**src/rtl/button_event_detector_pkg.sv**
```systemverilog
// -----------------------------------------------------------------------------
// button_event_detector_pkg
//
// Shared configuration for the button event detector and its timer:
//   - default clock frequency and gesture timing in milliseconds
//   - the gesture FSM state type
//   - helpers that turn millisecond timings into clock-cycle counts
//
// No ports: this is a package.
// -----------------------------------------------------------------------------
package button_event_detector_pkg;

    // Clock frequency shared with the upstream debouncer.
    localparam int ClkFreqDefault       = 100_000_000;

    // A press held at least this long is a long press.
    localparam int LongPressMsDefault   = 1000;

    // Maximum gap from first release to second press for a double click.
    localparam int DoubleClickMsDefault = 300;

    typedef enum logic [2:0] {
        IDLE,
        PRESSED,
        LONG_HELD,
        WAIT_SECOND,
        SECOND_PRESSED
    } btn_state_e;

    // Cycles per millisecond times milliseconds. The division comes first so
    // the intermediate product stays inside 32 bits for realistic clocks.
    function automatic int ms_to_cycles(input int freq, input int ms);
        return (freq / 1000) * ms;
    endfunction

    function automatic int max_int(input int a, input int b);
        return (a > b) ? a : b;
    endfunction

endpackage : button_event_detector_pkg

```
**src/rtl/button_event_detector_cycle_timer.sv**
```systemverilog
// -----------------------------------------------------------------------------
// cycle_timer
//
// Free-running up counter used to time press and release intervals. The
// parent decides when to count and when to restart; limit comparison is done
// in the parent so this block stays a plain counter.
//
// Ports:
//   clk_i    system clock
//   rst_i    asynchronous, active-high reset (count returns to 0)
//   clear_i  synchronous restart to 0; has priority over en_i
//   en_i     advance the count by one this cycle
//   count_o  current count
// -----------------------------------------------------------------------------
module cycle_timer #(
    parameter int Width = 8
) (
    input  logic             clk_i,
    input  logic             rst_i,
    input  logic             clear_i,
    input  logic             en_i,
    output logic [Width-1:0] count_o
);

    always_ff @(posedge clk_i or posedge rst_i) begin
        if (rst_i) begin
            count_o <= '0;
        end else if (clear_i) begin
            count_o <= '0;
        end else if (en_i) begin
            count_o <= count_o + Width'(1);
        end
    end

endmodule : cycle_timer

```
**src/rtl/button_event_detector.sv**
```systemverilog
// -----------------------------------------------------------------------------
// button_event_detector
//
// Sits behind the switch debouncer. Times how long the button is held and how
// long it stays released, and classifies each gesture as a short press, long
// press or double click. Each classification is a one-cycle pulse; a
// saturating event counter feeds status/LED logic.
//
// Ports:
//   clk_i           system clock
//   rst_i           asynchronous, active-high reset
//   db_level_i      debounced switch level (1 = pressed)
//   db_tick_i       one-cycle pulse on the debounced 0->1 edge
//   short_press_o   pulse: single press, released early, no second press
//   long_press_o    pulse: press held for the long-press time
//   double_click_o  pulse: second press released inside the click window
//   held_o          level: high while a long press is still held
//   event_count_o   saturating count of emitted pulses
// -----------------------------------------------------------------------------
module button_event_detector
    import button_event_detector_pkg::*;
#(
    parameter int ClkFreq       = ClkFreqDefault,
    parameter int LongPressMs   = LongPressMsDefault,
    parameter int DoubleClickMs = DoubleClickMsDefault
) (
    input  logic       clk_i,
    input  logic       rst_i,
    input  logic       db_level_i,
    input  logic       db_tick_i,
    output logic       short_press_o,
    output logic       long_press_o,
    output logic       double_click_o,
    output logic       held_o,
    output logic [7:0] event_count_o
);

    localparam int LongCycles   = ms_to_cycles(ClkFreq, LongPressMs);
    localparam int DoubleCycles = ms_to_cycles(ClkFreq, DoubleClickMs);
    localparam int MaxCycles    = max_int(LongCycles, DoubleCycles);
    localparam int TimerW       = $clog2(MaxCycles + 1);

    // The timer reads 0 in the first cycle of a state, so reaching N-1 while
    // still in the state means N cycles have elapsed at the next edge.
    localparam logic [TimerW-1:0] LongLast   = TimerW'(LongCycles - 1);
    localparam logic [TimerW-1:0] DoubleLast = TimerW'(DoubleCycles - 1);

    // A limit below 2 would make the threshold coincide with the state's
    // entry cycle and break the one-pulse-per-gesture timing.
    generate
        if (LongCycles < 2 || DoubleCycles < 2) begin : g_bad_timing
            $error("button_event_detector: LongCycles and DoubleCycles must both be >= 2");
        end
    endgenerate

    btn_state_e        state;
    btn_state_e        state_nxt;
    logic [TimerW-1:0] timer;
    logic              timer_clear;
    logic              timer_en;
    logic              short_nxt;
    logic              long_nxt;
    logic              double_nxt;
    logic              any_event;

    cycle_timer #(
        .Width (TimerW)
    ) u_timer (
        .clk_i   (clk_i),
        .rst_i   (rst_i),
        .clear_i (timer_clear),
        .en_i    (timer_en),
        .count_o (timer)
    );

    // Next-state and pulse decode. Where two events collide in one cycle,
    // the button's physical activity wins: a release beats the long
    // threshold, and a new press beats the click-window timeout.
    always_comb begin
        state_nxt  = state;
        short_nxt  = 1'b0;
        long_nxt   = 1'b0;
        double_nxt = 1'b0;

        case (state)
            IDLE: begin
                // A level that is already high without a tick is not a new
                // press; only the debouncer's edge pulse starts a gesture.
                if (db_tick_i) begin
                    state_nxt = PRESSED;
                end
            end

            PRESSED: begin
                if (!db_level_i) begin
                    state_nxt = WAIT_SECOND;
                end else if (timer == LongLast) begin
                    state_nxt = LONG_HELD;
                    long_nxt  = 1'b1;
                end
            end

            LONG_HELD: begin
                // Release after a long press is silent; the gesture was
                // already reported when the threshold was crossed.
                if (!db_level_i) begin
                    state_nxt = IDLE;
                end
            end

            WAIT_SECOND: begin
                if (db_tick_i) begin
                    state_nxt = SECOND_PRESSED;
                end else if (timer == DoubleLast) begin
                    state_nxt = IDLE;
                    short_nxt = 1'b1;
                end
            end

            SECOND_PRESSED: begin
                // The second press is never promoted to a long press no
                // matter how long it is held.
                if (!db_level_i) begin
                    state_nxt  = IDLE;
                    double_nxt = 1'b1;
                end
            end

            default: begin
                state_nxt = IDLE;
            end
        endcase
    end

    // Every state change restarts the timer so each state measures its own
    // dwell time from zero.
    assign timer_clear = (state_nxt != state);
    assign timer_en    = (state == PRESSED) || (state == WAIT_SECOND);
    assign any_event   = short_nxt || long_nxt || double_nxt;

    // State plus registered outputs. Pulses are decoded one cycle ahead so
    // they appear on the same edge as the state transition that caused them.
    always_ff @(posedge clk_i or posedge rst_i) begin
        if (rst_i) begin
            state          <= IDLE;
            short_press_o  <= 1'b0;
            long_press_o   <= 1'b0;
            double_click_o <= 1'b0;
            held_o         <= 1'b0;
            event_count_o  <= 8'd0;
        end else begin
            state          <= state_nxt;
            short_press_o  <= short_nxt;
            long_press_o   <= long_nxt;
            double_click_o <= double_nxt;
            held_o         <= (state_nxt == LONG_HELD);
            if (any_event && (event_count_o != 8'hFF)) begin
                event_count_o <= event_count_o + 8'd1;
            end
        end
    end

endmodule : button_event_detector

```
**config.mk**
```make
export PLATFORM = sky130hd
export DESIGN_NAME = button_event_detector
export DESIGN_NICKNAME = d
export VERILOG_FILES = /design/src/rtl/button_event_detector_pkg.sv /design/src/rtl/button_event_detector_cycle_timer.sv /design/src/rtl/button_event_detector.sv
export SDC_FILE = /design/constraint.sdc
export NUM_CORES = 1
export LEC_CHECK = 0
export ABC_AREA = 1
export CAP_MARGIN = 20
export CELL_PAD_IN_SITES_DETAIL_PLACEMENT = 1
export CELL_PAD_IN_SITES_GLOBAL_PLACEMENT = 2
export CORE_MARGIN = 1.5
export CORE_UTILIZATION = 33
export CTS_CLUSTER_DIAMETER = 80
export DETAILED_ROUTE_END_ITERATION = 6
export PLACE_DENSITY_LB_ADDON = 0.08
export SYNTH_ARGS = -nofsm -noshare
export SYNTH_HDL_FRONTEND = slang
export SYNTH_SLANG_ARGS = --single-unit
```
**constraint.sdc**
```tcl
create_clock -name clk_i -period 1.8 [get_ports clk_i]
set_clock_uncertainty 0.1 [all_clocks]
set_input_delay 0.54 -clock clk_i [delete_from_list [all_inputs] [get_ports clk_i]]
set_output_delay 0.54 -clock clk_i [all_outputs]
set_load 0.03 [all_outputs]
```
# After elaboration in Yosys (flattened, before gate mapping)
# Index checks and enable logic that the tools add are counted.
# W data, S select, Z words.
# totals
regBits	42
inputBits	4
out_inout_bits	12
elab_cells	42
# op_classes
add_sub_neg	2
n_eq_ne	9
n_mux	17
reduce_logical	7
# ops
operator	count
$mux W27	2
$add A27 B1 Y27 const B	1
$eq A27 B25 Y1 const B	1
$eq A27 B27 Y1 const B	1
$mux W3	6
$pmux W3 S4	1
$eq A3 B2 Y1 const B	3
$add A8 B1 Y8 const B	1
$mux W1	8
$ne A8 B8 Y1 const B	1
$eq A3 B1 Y1 const B	1
$eq A3 B3 Y1 const B	1
$logic_not A3 Y1	1
$logic_or A1 B1 Y1	3
$ne A3 B3 Y1	1
$reduce_bool A2 Y1	1
$reduce_or A2 Y1	1
$logic_and A1 B1 Y1	1

# Longest topological paths before layout
# logic_depth
depth_word	7
depth_mapped	13
mapped_depth_nobuf	12

# By module
# Synthesis repeated with hierarchy kept, for this count alone.
# unflattened
hier_cells	370
hier_area_um2	2675.1
# modules_own_cells
mod	instances	cells_per_inst	area_per_inst_um2	seq_area_each_um2
cycle_timer	1	217	1555.2	675.6
button_event_detector	1	153	1119.8	375.4

# Least setup slack after synthesis
# Ideal clock, no wire load.
# synth_timing
kind	flip-flop to flip-flop
from	register u_timer.count_o[0]
to	register u_timer.count_o[0]
setup_time_ps	125
t_arrival_ps	1644
t_required_ps	1575
setup_slack_ps	-68
stages_incl_launch_ff	14
path_buffers	1
synth_period_minus_slack_ps	1868
path_cell_list	dfrtp_1 -> ha_1 -> nand2_1 -> nor2_4 -> nand3_2 -> nor2_2 -> nand3_2 -> nand2_4 -> nand2_2 -> a21oi_2 -> nor2_2 -> nand2_4 -> buf_12 -> nor2_4
# synth_via
elab_chain_cells	6
word_cells_on_any_way	12
cone_classes	add/sub (1); eq/ne (3); mux (7); reduce/logical (1)
# synth_rtl
element	line_no	rtl
from (decl)	button_event_detector_cycle_timer.sv:22	output logic [Width-1:0] count_o
from (signal assigned)	button_event_detector_cycle_timer.sv:31	count_o <= count_o + Width'(1);
$eq A27 B25 Y1 or $eq A27 B27 Y1 (tied branches)	button_event_detector.sv:114, button_event_detector.sv:97	
$mux W3, on equally long branches	button_event_detector.sv:114, button_event_detector.sv:97	
$mux W3, on equally long branches	button_event_detector.sv:112, button_event_detector.sv:95	
$pmux W3 S4	button_event_detector.sv:85	case (state)
$ne A3 B3 Y1	button_event_detector.sv:137	assign timer_clear = (state_nxt != state);
$mux W27 or $reduce_bool A2 Y1 (tied branches)	--	
# Parallel ways exist; a longest one is shown, timed or not. The select of a mux whose other input is x is not followed.
# A chain may end at the register's enable or synchronous reset.

# Worst setup path in the final report
# layout_timing
from	register u_timer.count_o[1]
to	register u_timer.count_o[0]
# layout_via
elab_chain_cells	6
word_cells_on_any_way	10
cone_classes	eq/ne (3); mux (6); reduce/logical (1)
# layout_rtl
element	line_no
$eq A27 B25 Y1 or $eq A27 B27 Y1 (tied branches)	button_event_detector.sv:114, button_event_detector.sv:97
$mux W3, on equally long branches	button_event_detector.sv:114, button_event_detector.sv:97
$mux W3, on equally long branches	button_event_detector.sv:112, button_event_detector.sv:95
$pmux W3 S4 *	button_event_detector.sv:85
$ne A3 B3 Y1 *	button_event_detector.sv:137
$mux W27 or $reduce_bool A2 Y1 (tied branches)	--
# Mark *: on every way between the ends. The rest lies on a longest branch, timed or not.

==> impl_metrics.toml <==
[timing]
timing.hold.ws_ns = 0.364
worst_slew_pin_slew_ns = 0.417
min_period_over_period_pct = 118
clock.fmax_ghz = 0.470
rsz0062_at_grt = "true"
fin_ws_ns = -0.327
setup_viol = 37
min_period_ns = 2.13
finalHoldViolCount = 0
slew_headroom_pct = 72.1
final_max_slew_viol_count = 0

[status]
status = "complete, but fails checks"
violations = "setup timing"

[layout]
antenna_cells = 0
final_common_cell = "buf_4"
fin_util_pct = 48.8
nFillCells = 971
syn2layout_area_growth_pct = 42.9
final_area_mm2 = 0.00379
drive_gt1_share_pct = 38.2
layout_common_cells = "80 x buf_4, 57 x nand2_1, 42 x dfrtp_1"
final_nets = 429

[clock_tree]
clkTransAtPathRegs_ns = 0.08
clock_latency_ns = 0.30
ctsRootBufferMaster = "clkbuf_8"
clk_path_buf_depth = 2
cts_max_level = 2
cts_tree = "yes"
cts_sinks = 42
cts-buffers-inserted = 5
hold_buffers = 0

[power_and_ir_drop]
irDropWorstVdd_mv = 0.670
p_leak_nw = 1.74
p_per_area_mw_per_mm2 = 934

[detailed_routing]
first_iter_violations = 34
drc = 0
wl_per_cell_um = 14.1
ant_nets = 0
route.vias.total = 2423
via_per_inst = 4.61
firstDrtPassIters = 4
finalWirelength_um = 7400

[logic_synthesis]
synth_nets = 323
syn-mean-instance-area_um2 = 8.36
netlist_instances = 317
yosysSeqAreaShare_pct = 39.6
synth_cell_type_count = 27
ys.warnings.count = 0
syn_area_mm2 = 0.00265
synth_seq_cells = 42

[floorplan]
die_h_um = 92.6
die_area_mm2 = 0.00858
rows = 32
ios = 16
initial_core_util_pct = 34.1
core-area_mm2 = 0.00777
die_w_um = 92.6

[critical_path]
path_class = "flop to flop"
critical_path.cell_chain = "ha_4, buf_6, nand2_4, nor2_4, nand3_2, nor2_2, nand3_2, nand2_4, nand2_2, a21oi_2, nor2_2, nand2_4, clkbuf_16, nor2_4"
start_kind = "flop"
rr_startpoint = "u_timer.count_o[1]$_DFFE_PP0P_"
critPathBufInv = 2
cp_slowest_cell = "dfrtp_1"
slowest_delay_ns = 0.40
cp-end-kind = "flop"
crit_start = "u_timer.count_o[1]$_DFFE_PP0P_"
cp_common_cell = "nand2_4"
r2r_slack_ns = -0.33
cp.required_ns = 1.89
cp_top_family = "simple AND/OR/NAND/NOR gates"
critical_path.max_fanout = 6
cp.arrival_ns = 2.21

[global_routing]
grt_pass1_vias = 2551
grt_max_degree = 31
grt-ovfl-total = 0
antenna_found_initial = 0
grt_pass1_wl_um = 12400
grt_usage_pct = 18.7

[placed_design]
gp_congestion = 0.808
postPlaceCellArea_mm2 = 0.00352
hpwlAfterDp_um = 5570
place_ws_ns = -0.371
io_buffers = 15

[run]
maxCapViolCount = 0

[hold_path]
hp-class = "input pin to asynchronous set/reset pin"
## final timing paths
path,endpoint,cells after the start
worst max-delay path,u_timer.count_o[0]$_DFFE_PP0P_,14
worst min-delay path,double_click_o$_DFF_PP0_,2
worst max register to register,u_timer.count_o[0]$_DFFE_PP0P_,14
worst min register to register,event_count_o[0]$_DFFE_PP0P_,2
max in group asynchronous,u_timer.count_o[15]$_DFFE_PP0P_,3
min in group clk_i,event_count_o[0]$_DFFE_PP0P_,2
## repair_timing
action | in CTS | in global routing
resized for setup | 17 | 24
pin swaps | 1 | 15
buffers inserted | 2 | 4
gates cloned | 0 | 2
endpoints found under the setup margin | 47 | 40
## kinds of logic after synthesis
group / share of synthesized area [%]
buf+inv: 7.17
compound gates: 1.37
mux: 0.378
simple gates: 41.6
flops: 39.6
fa+ha+maj: 0.944
xor+xnor: 8.92
## layer usage
layer	track usage [%]	up-vias	wire length, um	part of all wire (%)
li1	-	1231	-	-
met5	0	-	0	0
met3	3.20	8	99	1.3
met4	4.92	0	102	1.4
met1	25.4	1172	3600	49
met2	30.6	12	3600	49
## worst register-to-register path, delay by kind of cell (launching register included)
kind | cells | cell delay [ns]
buf+inv | 2 | 0.31
simple gates | 10 | 0.92
flops | 1 | 0.40
fa+ha+maj | 1 | 0.18
compound gates | 1 | 0.12
## area by class of cell
class | instances | area, um^2 | area share (%)
clock buffers | 7 | 86.3 | 2.28
clock inverters | 1 | 5.00 | 0.132
inverters | 37 | 139 | 3.67
multi-input cells | 234 | 1510 | 39.8
flip-flops and latches | 42 | 1050 | 27.7
well taps | 102 | 128 | 3.37
repair buffers | 103 | 872 | 23.0
## power by group
| part | switching (mW) | internal, mW | leakage [nW] |
|---|---|---|---|
| Clock | 0.343 | 0.310 | 0.0482 |
| Sequential | 0.0767 | 1.01 | 0.580 |
| Combinational | 1.08 | 0.714 | 1.11 |
## state kept, by name, summed over array words and instances, names as in the netlist
name and flops:
held_o 1, event_count_o 8, double_click_o 1, short_press_o 1
state 3, u_timer.count_o 27, long_press_o 1
## cells in the mapped netlist (all sizes together)
cell type | n | area (um^2)
mux2i | 1 | 10.0
nor2 | 62 | 420
o21ai | 3 | 15.0
a21oi | 1 | 8.76
nor4 | 3 | 18.8
nand3 | 32 | 183
dfrtp | 42 | 1050
xor2 | 20 | 175
nor3b | 1 | 7.51
nand4 | 16 | 100
buf | 4 | 51.3
xnor2 | 7 | 61.3
inv | 37 | 139
nand2 | 70 | 288
o211ai | 1 | 12.5
nor3 | 15 | 85.1
ha | 2 | 25.0
## per-stage QoR
step	instances	power (mW)	setup TNS, ns
floorplan	317	2.17	-1.15
global placement	510	2.63	-11.00
detailed placement	510	2.66	-11.93
CTS	520	3.32	-9.88
global route	526	3.74	-15.52
finish	526	3.54	-10.74
Power figures use the tool's default switching activity.
==> patch, RTL diff (config.mk and constraints unchanged) <==
Change the package constant `LongPressMsDefault` from 1000 to 500.
--- a/src/rtl/button_event_detector_pkg.sv
+++ b/src/rtl/button_event_detector_pkg.sv
@@ -15,5 +15,5 @@
 
     // A press held at least this long is a long press.
-    localparam int LongPressMsDefault   = 1000;
+    localparam int LongPressMsDefault   = 500;
 
     // Maximum gap from first release to second press for a double click.
Check against the original RTL: same outputs for any inputs over 10 cycles, from zero or initial values and one cycle with rst_i high; that may be too few to reach the edited logic, so the function may still have changed.
==> patch against the original RTL <==
The run still ends with negative setup slack left. Global-route usage up 1.5 points. Synthesized area decreased by 3.4%. Worst setup slack better by 0.11 ns. Maximum frequency rose by 5.6%. Design area grew 1.7%. Routed wire length is 6.3% higher. Power is 5.3% higher. Sequential cell count down 1. Critical path type unchanged. Critical endpoint is now u_timer.count_o[16]. Largest cell class unchanged.
==> patch: results (changes against the original RTL) <==
* Syn Area/Cell at 8.11 um^2 (-3.1%)
* DPL Wire Length at 5.61 mm (+0.82%)
* Finished Layout Cells at 519 (-1.3%)
* M1 GR Usage at 27.1% (+1.6 points)
* Filler cells at 911 (-6.2%)
* Layout clock area frac at 2.99% (+0.58 points)
* Met3 WL at 137 um (+38%)
* Max-Slew Margin vs Limit at 75.2% (+3.0 points)
* Lkg Pwr at 1.75 nW (+0.42%)
* Length of routed met2 wiring at 3.90 mm (+8.4%)
* Final worst slack at -0.215 ns (+0.112 ns)
* Drt total wl at 7.87 mm (+6.3%)
* GR Layer Usage met2 at 34.2% (+3.6 points)
* Most area-consuming cells after synthesis: dfrtp_1 (40%), nand2_1 (9.8%), xor2_1 (8.2%)
* Largest net degree at the start of global routing at 42 (+35%)
* Ratio of cells with drive above 1 in the final layout at 44.0% (+5.8 points)
* Failing checks: negative setup slack
* Dpl cells at 502 (-1.6%)
* Setup_tns at -5.63 ns (+5.12 ns)
* GP Congestion at 0.787 (-2.6%)
* Flops & latches, synth at 41 (-2.4%)
* HP Class: flip-flop to flip-flop
* Dpl ws at -0.387 ns (-0.0153 ns)
* Fraction of area in multi-input gates at 41.0% (+1.2 points)
* Seq/Total Area, Yosys at 40.1% (+0.42 points)
* Power per cell area at 967 nW/um^2 (+3.6%)
* Metal1 wirelength at 3.74 mm (+4.0%)
* First-pass GRT wire length at 13.2 mm (+6.3%)
* Sw frac at 41.0% (-1.4 points)
* Setup Viol. Count Final at 36 (-2.7%)
* Nonclk buf count at 102 (-0.97%)
* Run status: finished with violations
* Placed Area at 3400 um^2 (-3.4%)
* Cells after Synth at 316 (-0.32%)
* Register area at 1030 um^2 (-2.3%)
* Total GRT Usage at 20.2% (+1.5 points)
[patch: logic make-up (layout without fill, tap and decap cells)]
family / count (synthesis) / count (layout) / share of synthesized area [%]
buf+inv: 42 / 146 / 7.47
simple gates: 194 / 194 / 38.4
flops: 41 / 41 / 40.1
compound gates: 9 / 9 / 3.47
fa+ha+maj: 2 / 2 / 0.977
xor+xnor: 27 / 27 / 9.23
mux: 1 / 1 / 0.391
[patch: what timing repair did]
action | in CTS | in global routing
pin swaps | 10 | 13
gates cloned | 1 | 1
buffers inserted | 4 | 5
hold buffers | 0 | 0
gates resized for setup | 45 | 33
endpoints found under the setup margin | 45 | 39
[patch: worst paths after layout]
kind / to / slack, ns
max: u_timer.count_o[16] / -0.21
min: event_count_o[1] / 0.46
max reg2reg: u_timer.count_o[16] / -0.21
min reg2reg: event_count_o[1] / 0.46
max in group asynchronous: u_timer.count_o[5] / 0.91
min in group asynchronous: event_count_o[1] / 0.48
